### src/rtl/mm2s_buf_wr_pkg.sv
// Shared definitions for the MM2S buffer writer: tag field layout, destination
// encodings, FSM states and error-flag bit positions.
package mm2s_buf_wr_pkg;

  localparam int DFLT_CORE_AXI_DATA_WIDTH = 64;
  localparam int DFLT_MEM_TAG_WIDTH       = 64;

  localparam int TAG_N_LSB = 16;
  localparam int TAG_N_MSB = 31;

  localparam int ERR_TLAST    = 0;
  localparam int ERR_DEST_MIS = 1;
  localparam int ERR_DEST_BAD = 2;

  typedef enum logic [1:0] {
    DEST_ACT  = 2'd0,
    DEST_WGT  = 2'd1,
    DEST_BIAS = 2'd2,
    DEST_NONE = 2'd3
  } dest_e;

  typedef enum logic [1:0] {
    ST_IDLE = 2'd0,
    ST_XFER = 2'd1,
    ST_DONE = 2'd2
  } state_e;

  // Destination 3 has no buffer behind it, so it maps to an all-zero strobe.
  function automatic logic [2:0] dest_onehot(input logic [1:0] dest);
    logic [2:0] oh;
    oh = 3'b000;
    case (dest)
      DEST_ACT:  oh = 3'b001;
      DEST_WGT:  oh = 3'b010;
      DEST_BIAS: oh = 3'b100;
      default:   oh = 3'b000;
    endcase
    return oh;
  endfunction

endpackage

### src/rtl/mm2s_buf_wr.sv
// Writes tagged tile data beats from mm2s_ctrl into the act/wgt/bias on-chip
// buffers, pulses tile_done per tile and keeps a tile count plus sticky errors.
module mm2s_buf_wr
  import mm2s_buf_wr_pkg::*;
#(
  parameter int AXI_DATA_WIDTH = DFLT_CORE_AXI_DATA_WIDTH,
  parameter int MM2S_TAG_WIDTH = DFLT_MEM_TAG_WIDTH,
  parameter int BUF_ADDR_WIDTH = 12
) (
  input  logic                      clk,
  input  logic                      rst_n,
  input  logic                      s_axis_mm2s_tag_tvalid,
  output logic                      s_axis_mm2s_tag_tready,
  input  logic [MM2S_TAG_WIDTH-1:0] s_axis_mm2s_tag_tdata,
  input  logic [1:0]                s_axis_mm2s_tag_tdest,
  input  logic                      s_axis_mm2s_tvalid,
  output logic                      s_axis_mm2s_tready,
  input  logic [AXI_DATA_WIDTH-1:0] s_axis_mm2s_tdata,
  input  logic                      s_axis_mm2s_tlast,
  input  logic [1:0]                s_axis_mm2s_tdest,
  output logic [2:0]                buf_wr_en,
  output logic [BUF_ADDR_WIDTH-1:0] buf_wr_addr,
  output logic [AXI_DATA_WIDTH-1:0] buf_wr_data,
  output logic [2:0]                tile_done,
  output logic [1:0][31:0]          status
);

  state_e                    state, state_nxt;
  logic [BUF_ADDR_WIDTH-1:0] wr_ptr;
  logic [15:0]               beat_n, beat_k;
  logic [1:0]                dest_q;
  logic [2:0]                err_q;
  logic [31:0]               tile_cnt;

  logic                      tag_hs, data_hs, last_beat;
  logic [15:0]               tag_n;
  logic [BUF_ADDR_WIDTH-1:0] tag_base;
  logic [1:0]                done_dest;

  assign tag_hs    = s_axis_mm2s_tag_tvalid & s_axis_mm2s_tag_tready;
  assign data_hs   = s_axis_mm2s_tvalid & s_axis_mm2s_tready;
  assign tag_n     = s_axis_mm2s_tag_tdata[TAG_N_MSB:TAG_N_LSB];
  assign tag_base  = s_axis_mm2s_tag_tdata[BUF_ADDR_WIDTH-1:0];
  assign last_beat = (beat_k == beat_n - 16'd1);
  // A zero-beat tile reaches DONE straight from IDLE, before dest_q is loaded.
  assign done_dest = (state == ST_IDLE) ? s_axis_mm2s_tag_tdest : dest_q;

  assign status = {{29'd0, err_q}, tile_cnt};

  // NOTE: every state register uses non-blocking (<=) so all flops update
  // together on the edge regardless of statement order.
  always_ff @(posedge clk or negedge rst_n) begin
    if (!rst_n) state <= ST_IDLE;
    else        state <= state_nxt;
  end

  // NOTE: state_nxt is defaulted before the case so no path leaves it
  // unassigned, which would otherwise infer a latch.
  always_comb begin
    state_nxt = state;
    unique case (state)
      ST_IDLE: if (tag_hs) state_nxt = (tag_n == 16'd0) ? ST_DONE : ST_XFER;
      ST_XFER: if (data_hs && last_beat) state_nxt = ST_DONE;
      ST_DONE: state_nxt = ST_IDLE;
      default: state_nxt = ST_IDLE;
    endcase
  end

  // Readies are registered from the next state so they never see tvalid.
  always_ff @(posedge clk or negedge rst_n) begin
    if (!rst_n) begin
      s_axis_mm2s_tag_tready <= 1'b0;
      s_axis_mm2s_tready     <= 1'b0;
    end else begin
      s_axis_mm2s_tag_tready <= (state_nxt == ST_IDLE);
      s_axis_mm2s_tready     <= (state_nxt == ST_XFER);
    end
  end

  always_ff @(posedge clk or negedge rst_n) begin
    if (!rst_n) begin
      wr_ptr      <= '0;
      beat_n      <= '0;
      beat_k      <= '0;
      dest_q      <= '0;
      err_q       <= '0;
      tile_cnt    <= '0;
      buf_wr_en   <= '0;
      buf_wr_addr <= '0;
      buf_wr_data <= '0;
      tile_done   <= '0;
    end else begin
      buf_wr_en <= '0;
      tile_done <= '0;

      if (tag_hs) begin
        wr_ptr <= tag_base;
        beat_n <= tag_n;
        beat_k <= '0;
        dest_q <= s_axis_mm2s_tag_tdest;
        if (s_axis_mm2s_tag_tdest == DEST_NONE) err_q[ERR_DEST_BAD] <= 1'b1;
      end

      if (data_hs) begin
        buf_wr_en   <= dest_onehot(dest_q);
        buf_wr_addr <= wr_ptr;
        buf_wr_data <= s_axis_mm2s_tdata;
        wr_ptr      <= wr_ptr + 1'b1;
        beat_k      <= beat_k + 16'd1;
        if (s_axis_mm2s_tlast != last_beat)  err_q[ERR_TLAST]    <= 1'b1;
        if (s_axis_mm2s_tdest != dest_q)     err_q[ERR_DEST_MIS] <= 1'b1;
      end

      // tile_done and the count land in the same cycle the FSM sits in DONE.
      if (state_nxt == ST_DONE) begin
        tile_done <= dest_onehot(done_dest);
        tile_cnt  <= tile_cnt + 32'd1;
      end
    end
  end

endmodule
### config.mk
export PLATFORM = sky130hd
export DESIGN_NAME = mm2s_buf_wr
export DESIGN_NICKNAME = d
export VERILOG_FILES = /design/src/rtl/mm2s_buf_wr_pkg.sv /design/src/rtl/mm2s_buf_wr.sv
export SDC_FILE = /design/constraint.sdc
export NUM_CORES = 1
export LEC_CHECK = 0
export CAP_MARGIN = 5
export CORE_MARGIN = 2
export CORE_UTILIZATION = 45
export CTS_CLUSTER_DIAMETER = 50
export CTS_CLUSTER_SIZE = 8
export DETAILED_ROUTE_END_ITERATION = 12
export GPL_TIMING_DRIVEN = 0
export PLACE_DENSITY = 0.8
export SYNTH_ARGS = -nofsm -noshare
export SYNTH_HDL_FRONTEND = slang
export SYNTH_SLANG_ARGS = --single-unit
### constraint.sdc
create_clock -name clk -period 3.3 [get_ports clk]
set_clock_uncertainty 0.1 [all_clocks]
set_input_delay 0.33 -clock clk [delete_from_list [all_inputs] [get_ports clk]]
set_output_delay 0.33 -clock clk [all_outputs]
set_load 0.005 [all_outputs]
==> results of run 1 <==
## metal layers
metal	vias to the layer above	wire length, um	global-route usage [%]
met5	-	0	0
met4	0	446	7.18
met3	33	1540	7.92
met2	218	10300	39.7
met1	3282	8840	30.1
li1	3271	-	-
## layout make-up
class	instances	area share (%)
plain buffers	69	3.65
clock buffers	18	4.02
clock inverters	14	1.36
inverters	8	0.275
multi-input cells	624	29.5
flip-flops and latches	167	38.2
well taps	220	2.52
repair buffers	221	20.4
## registers in the layout (all words and copies together), names as in the netlist
name and cells:
err_q 3, beat_k 16, s_axis_mm2s_tag_tready 1, beat_n 16
buf_wr_addr 12, wr_ptr 12, tile_cnt 32, buf_wr_en 3
s_axis_mm2s_tready 1, state 2, dest_q 2, buf_wr_data 64
tile_done 3
## power breakdown
part	switching (mW)	leakage [nW]	internal [mW]
Combinational	0.719	2.62	0.813
Clock	0.860	0.280	1.14
Sequential	0.342	2.10	2.39
Total	1.92	5.00	4.35
## kinds of logic after synthesis
logic type | Yosys count
flops | 167
buf+inv | 77
fa+ha+maj | 4
xor+xnor | 50
mux | 6
simple gates | 462
other cells | 1
compound gates | 73
## worst max path at each step
| stage | startpoint | to | slack (ns) | cells after the start |
|---|---|---|---|---|
| final | beat_n[2]$_DFFE_PN0P_ | tile_cnt[22]$_DFFE_PN0N_ | 0.29 | 10 |
| after global routing | beat_n[2]$_DFFE_PN0P_ | tile_cnt[30]$_DFFE_PN0N_ | 0.04 | 10 |
| after global placement | rst_n | tile_cnt[28]$_DFFE_PN0N_ | -5.17 | 1 |
| after CTS | beat_n[0]$_DFFE_PN0P_ | err_q[0]$_DFFE_PN0P_ | 0.07 | 9 |
| after floorplan | beat_n[0]$_DFFE_PN0P_ | err_q[0]$_DFFE_PN0P_ | 0.64 | 9 |
| after detailed placement | beat_n[0]$_DFFE_PN0P_ | err_q[0]$_DFFE_PN0P_ | 0.09 | 9 |
## tightest hold or removal path, cell delays in order
cell and delay, ns:
clkdlybuf4s50_1 0.39, nand2_1 0.06, nand2_1 0.04
## stage by stage
stage | std cells | TNS, ns | worst slack (ns) | power [mW] | area, um^2
2_1_floorplan | 868 | 0 | 0.636 | 3.47 | 7830
3_3_place_gp | 1307 | -860.66 | -5.17 | 4.23 | 10300
3_5_place_dp | 1308 | 0 | 0.0865 | 4.29 | 10300
4_1_cts | 1341 | 0 | 0.0701 | 6.29 | 10900
5_1_grt | 1341 | 0 | 0.0415 | 6.59 | 10900
6_report | 1341 | 0 | 0.294 | 6.27 | 10900
## repair_timing
action                                  4_1_cts  5_1_grt
endpoints found under the setup margin        0       26
hold endpoints to repair                     65        0
buffers inserted                              0        0
hold buffers                                  1        0
gates resized for setup                       0        2
## layout by cell type (no fill, tap or decap), types with 8 or more instances in the layout
cell type	n
and3_1	16
o21ai_0	26
clkbuf_1	34
dfrtp_1	167
a21oi_1	8
nand2_1	308
nor4_1	9
nor3_1	11
nand3_1	29
buf_4	29
xor2_1	9
conb_1	29
and2_1	10
clkbuf_16	17
xnor2_1	41
clkdlybuf4s50_1	218
nand4_1	24
inv_1	8
nor2_1	26
==> results.ini, run 1 <==
[outcome]
status = completed

[final_layout]
n_antenna_cell = 0
num-nets-final = 1249
multi_input_area_um2 = 3230
drive_above_1_share_pct = 6.96
regArea_um2 = 4180
area_growth_pct = 41.5
fin_util_pct = 65.5
fillers = 1347

[worst_setup_path]
slowest_stage = dfrtp_1
rrSetupSlack_ns = 0.29
cp_max_fo = 10
required_ns = 3.51
critPathMaxStageDelay_ns = 0.47
endpoint_kind = flip-flop
path_delay_family = simple AND/OR/NAND/NOR gates
cpMostUsedCell = buf_6
r2r-start = beat_n[2]$_DFFE_PN0P_
critical_path.cell_chain = nor4_4 > nand2_1 > mux2i_1 > o311a_1 > nor4_1 > a31o_1 > buf_6 > buf_6 > nand4_1 > xnor2_1
critPathArrivalTime_ns = 3.22
crit_type = reg2reg
cp-start-kind = flip-flop
reg2reg_to = tile_cnt[22]$_DFFE_PN0N_
rr_worst_depth = 10
critPathBufInv = 2

[logic_synthesis]
synth_area_leader_cell = dfrtp_1
synth_top_area_share_pct = 54.1
async_flop_share_pct = 100
synth_fa_ha_area_share_pct = 0.648
syn_inst = 840
synth_common_cells = 308 x nand2_1, 167 x dfrtp_1, 41 x xnor2_1
syn_area_um2 = 7720
synth-edff-count = 0
ys_types = 54
synth-simple-area-share_pct = 26.8
synth-xor-area-share_pct = 5.67
synth_top_family_by_area = simple AND/OR/NAND/NOR gates
ys_ff_latch = 167
synth_seq_area_share_pct = 54.1
synth_compound_area_share_pct = 6.35
yosysWarnings = 0
synth_area_per_cell_um2 = 9.20
synthTopCellsByArea = dfrtp_1 54%, nand2_1 15%, xnor2_1 4.6%
synth_most_common_cell = nand2_1
synth_top_flop_cell = dfrtp_1
synthMuxAreaShare_pct = 0.794

[routing]
wire_per_inst_um = 15.7
drc = 0
antenna_left = 0
routed_wl_um = 21100
initialDrtViolationCount = 478
viasPerCell = 5.07
drtPass1Iterations = 5
vias = 6804

[cts]
cts_num_sinks = 167
clockBufferDepth = 2
clkTransAtPathRegs_ns = 0.07
cts_made_buffers = 17
clk_latency_ns = 0.43
cts-root-buf = clkbuf_16
htree_levels = 4
cts_tree = done

[placed_design]
portBuffers = 219
dp_hpwl_um = 15300
routabilityCongestion = 0.855

[floorplanning]
die-area_um2 = 18200
dieWidth_um = 135
core_um2 = 16700
io-pin-count = 285
fp.dieH_um = 135
start_util_pct = 46.3
rows = 47

[grt]
grt_overflow = 0
grt_usage_pct = 24.0
grt_pass1_vias = 6806
antenna_found_initial = 0
grt_pass1_wl_um = 34500
grt_max_degree = 103

[flow_run]
max_cap_violations = 0

[timing]
rsz0062_at_grt = no
fin_crit_ns = 3.01
holdWs_ns = 0.322
worst_pin_slew_ns = 0.648
fmax_mhz = 333
slew_headroom_pct = 56.6
setup_viol = 0
drv_slew = 0
hold_violations = 0
min_period_over_period_pct = 91.1

[power]
ir_drop_mv = 0.369
leakagePower_nw = 5.00
p_per_area_nw_per_um2 = 573

[min_path]
min_path_cells = 3
hold_end = buf_wr_data[49]$_DFFE_PN0P_
min_path_type = in2reg
worstHoldStart = s_axis_mm2s_tdata[49]

Power figures use the tool's default switching activity.
==> run 2, diff against run 1 <==
--- a/config.mk
+++ b/config.mk
@@ -7,12 +7,12 @@
 export LEC_CHECK = 0
 export CAP_MARGIN = 5
 export CORE_MARGIN = 2
-export CORE_UTILIZATION = 45
+export CORE_UTILIZATION = 35
 export CTS_CLUSTER_DIAMETER = 50
 export CTS_CLUSTER_SIZE = 8
 export DETAILED_ROUTE_END_ITERATION = 12
 export GPL_TIMING_DRIVEN = 0
-export PLACE_DENSITY = 0.8
+export PLACE_DENSITY = 0.65
 export SYNTH_ARGS = -nofsm -noshare
 export SYNTH_HDL_FRONTEND = slang
 export SYNTH_SLANG_ARGS = --single-unit
==> run 2 against run 1 <==
  * Sequential cell count stayed put
  * Clock power up 3%
  * Critical endpoint is now err_q[0]$_DFFE_PN0P_
  * Critical path type unchanged
  * Sequential power about the same
  * First-iteration DRC count fell by 14%
  * Design area grew 0.81%
  * Fmax fell by 1.9%
  * Setup slack got worse by 0.058 ns
  * Global-route usage shrank 5.6 points
  * Non-clock buffer count did not move
==> results.ini, run 2 (synthesis gave the netlist of run 1 again) <==
[outcome]
status = completed  ; unchanged

[timing]
fin_crit_ns = 3.06  ; was 3.01 ns
worst_pin_slew_ns = 0.701  ; was 0.648 ns
drv_slew = 0  ; unchanged
rsz0062_at_grt = no  ; unchanged
min_period_over_period_pct = 92.9  ; was 91.1%
setup_viol = 0  ; unchanged
hold_violations = 0  ; unchanged
slew_headroom_pct = 52.8  ; was 56.6%
fmax_mhz = 326  ; was 333 MHz
layout_setup_ws_ns = 0.236  ; was 0.294 ns

[floorplanning]
core_um2 = 21800  ; was 16,700 um^2
dieWidth_um = 153  ; was 135 um
die-area_um2 = 23300  ; was 18,200 um^2
io-pin-count = 285  ; unchanged
fp.dieH_um = 153  ; was 135 um
start_util_pct = 35.5  ; was 46.3%
rows = 54  ; was 47

[routing]
vias = 6661  ; was 6,804
viasPerCell = 4.75  ; was 5.07
wire_per_inst_um = 15.2  ; was 15.7 um
initialDrtViolationCount = 413  ; was 478
drtPass1Iterations = 4  ; was 5
drc = 0  ; unchanged
antenna_left = 0  ; unchanged
routed_wl_um = 21300  ; was 21,100 um

[final_layout]
num-nets-final = 1249  ; unchanged
final_cells = 1401  ; was 1,341
fillers = 2065  ; was 1,347
largest_reg_flops = 64  ; unchanged
top_register = buf_wr_data  ; unchanged
n_antenna_cell = 0  ; unchanged
layout_commonest_cell = nand2_1  ; unchanged
final_cell_mix = 308 x nand2_1, 218 x clkdlybuf4s50_1, 167 x dfrtp_1  ; unchanged
drive_above_1_share_pct = 6.87  ; was 6.96%
area_growth_pct = 42.7  ; was 41.5%
top_regs = buf_wr_data x64, tile_cnt x32  ; unchanged

[grt]
use_met1_pct = 24.2  ; was 30.1%
gr-usage-met3_pct = 5.94  ; was 7.92%
busiest_layer = met2  ; unchanged
grtUsageMet2_pct = 29.3  ; was 39.7%
grt_overflow = 0  ; unchanged
antenna_found_initial = 0  ; unchanged
grt_usage_pct = 18.4  ; was 24.0%
grt_pass1_vias = 6677  ; was 6,806
grt_max_degree = 108  ; was 103
grt_pass1_wl_um = 35000  ; was 34,500 um

[cts]
cts_made_buffers = 17  ; unchanged
cts-root-buf = clkbuf_16  ; unchanged
cts_num_sinks = 167  ; unchanged
clkTransAtPathRegs_ns = 0.07  ; about the same
cts_setup_buffers = 0  ; unchanged
clk_latency_ns = 0.42  ; was 0.43 ns
clockBufferDepth = 2  ; unchanged
cts_tree = done  ; unchanged
htree_levels = 4  ; unchanged

[worst_setup_path]
endpoint_kind = flip-flop  ; unchanged
reg2reg_to = err_q[0]$_DFFE_PN0P_  ; was tile_cnt[22]$_DFFE_PN0N_
cp-start-kind = flip-flop  ; unchanged
rr_worst_depth = 8  ; was 10
crit_path_end = err_q[0]$_DFFE_PN0P_  ; was tile_cnt[22]$_DFFE_PN0N_
required_ns = 3.50  ; was 3.51 ns
cp_max_fo = 4  ; was 10
critPathLaunch = beat_n[0]$_DFFE_PN0P_  ; was beat_n[2]$_DFFE_PN0P_
critPathArrivalTime_ns = 3.26  ; was 3.22 ns
rrSetupSlack_ns = 0.24  ; was 0.29 ns
crit_type = reg2reg  ; unchanged
r2r-start = beat_n[0]$_DFFE_PN0P_  ; was beat_n[2]$_DFFE_PN0P_

[placed_design]
dp.cells = 1368  ; was 1,308
portBuffers = 219  ; unchanged
dp_hpwl_um = 15300  ; about the same
routabilityCongestion = 0.801  ; was 0.855
pre_cts_ws_ns = -0.00941  ; was 0.0865 ns

[min_path]
min_path_type = in2async  ; was in2reg

[flow_run]
max_cap_violations = 0  ; unchanged

[power]
p_per_area_nw_per_um2 = 572  ; was 573 nW/um^2
leakagePower_nw = 5.02  ; was 5.00 nW
ir_drop_mv = 0.315  ; was 0.369 mV

-- run 2: power breakdown --
group / total, mW / switching, mW / leakage (nW) / internal (mW)
Sequential: 2.73 / 0.334 / 2.10 / 2.39
Clock: 2.06 / 0.894 / 0.295 / 1.16
Combinational: 1.52 / 0.703 / 2.62 / 0.812
-- run 2: worst min path at each step --
stage | startpoint | endpoint | cells past startpoint
6_report | rst_n | buf_wr_data[8]$_DFFE_PN0P_ | 2
5_1_grt | s_axis_mm2s_tdata[42] | buf_wr_data[42]$_DFFE_PN0P_ | 3
4_1_cts | s_axis_mm2s_tdata[50] | buf_wr_data[50]$_DFFE_PN0P_ | 3
3_5_place_dp | rst_n | buf_wr_data[8]$_DFFE_PN0P_ | 1
3_3_place_gp | err_q[2]$_DFFE_PN0P_ | err_q[2]$_DFFE_PN0P_ | 1
2_1_floorplan | rst_n | beat_k[0]$_DFFE_PN0P_ | 0
-- run 2: cell type report --
cell class / count / area, um^2 / share of cell area [%]
clock buffer: 19 / 443 / 4.02
multi-input combinational: 624 / 3230 / 29.3
inverter: 8 / 30.0 / 0.272
tap: 280 / 350 / 3.18
buffer: 69 / 399 / 3.62
timing repair buffer: 221 / 2230 / 20.3
sequential: 167 / 4180 / 37.9
clock inverter: 13 / 159 / 1.44
-- run 2: metal layers --
metal  vias up  part of all wire, %  wire, um
met4         0                  1.8       376
met1      3175                   45      9520
met2       187                   47     10100
met5         -                    0         0
met3        23                  6.3      1350
li1       3276                    -         -
-- run 2: worst max-delay path: stages (launching register included) --
cell and delay (ns):
dfrtp_1 0.45, nor4_4 0.40, nand2_1 0.16, mux2i_1 0.15, o311a_1 0.34, nor4_1 0.50, a21boi_1 0.41, a21oi_1 0.12
a311o_1 0.32
-- run 2: timing repair --
action	in CTS	in global routing
hold buffers	1	0
endpoints found under the hold margin	60	0
setup endpoints to repair	1	1
gates resized for setup	1	1
-- run 2: metrics by stage --
stage	cell area [um^2]	setup TNS (ns)	util [%]	power [mW]	hold WS, ns
finish	11000	0	50.7	6.30	0.323
global route	11000	0	50.7	6.67	0.302
CTS	11000	0	50.7	6.36	0.308
detailed placement	10400	-0.00941	47.8	4.28	0.210
global placement	10400	-904.41	47.7	4.25	0.353
floorplan	7830	0	-	3.47	-0.0656
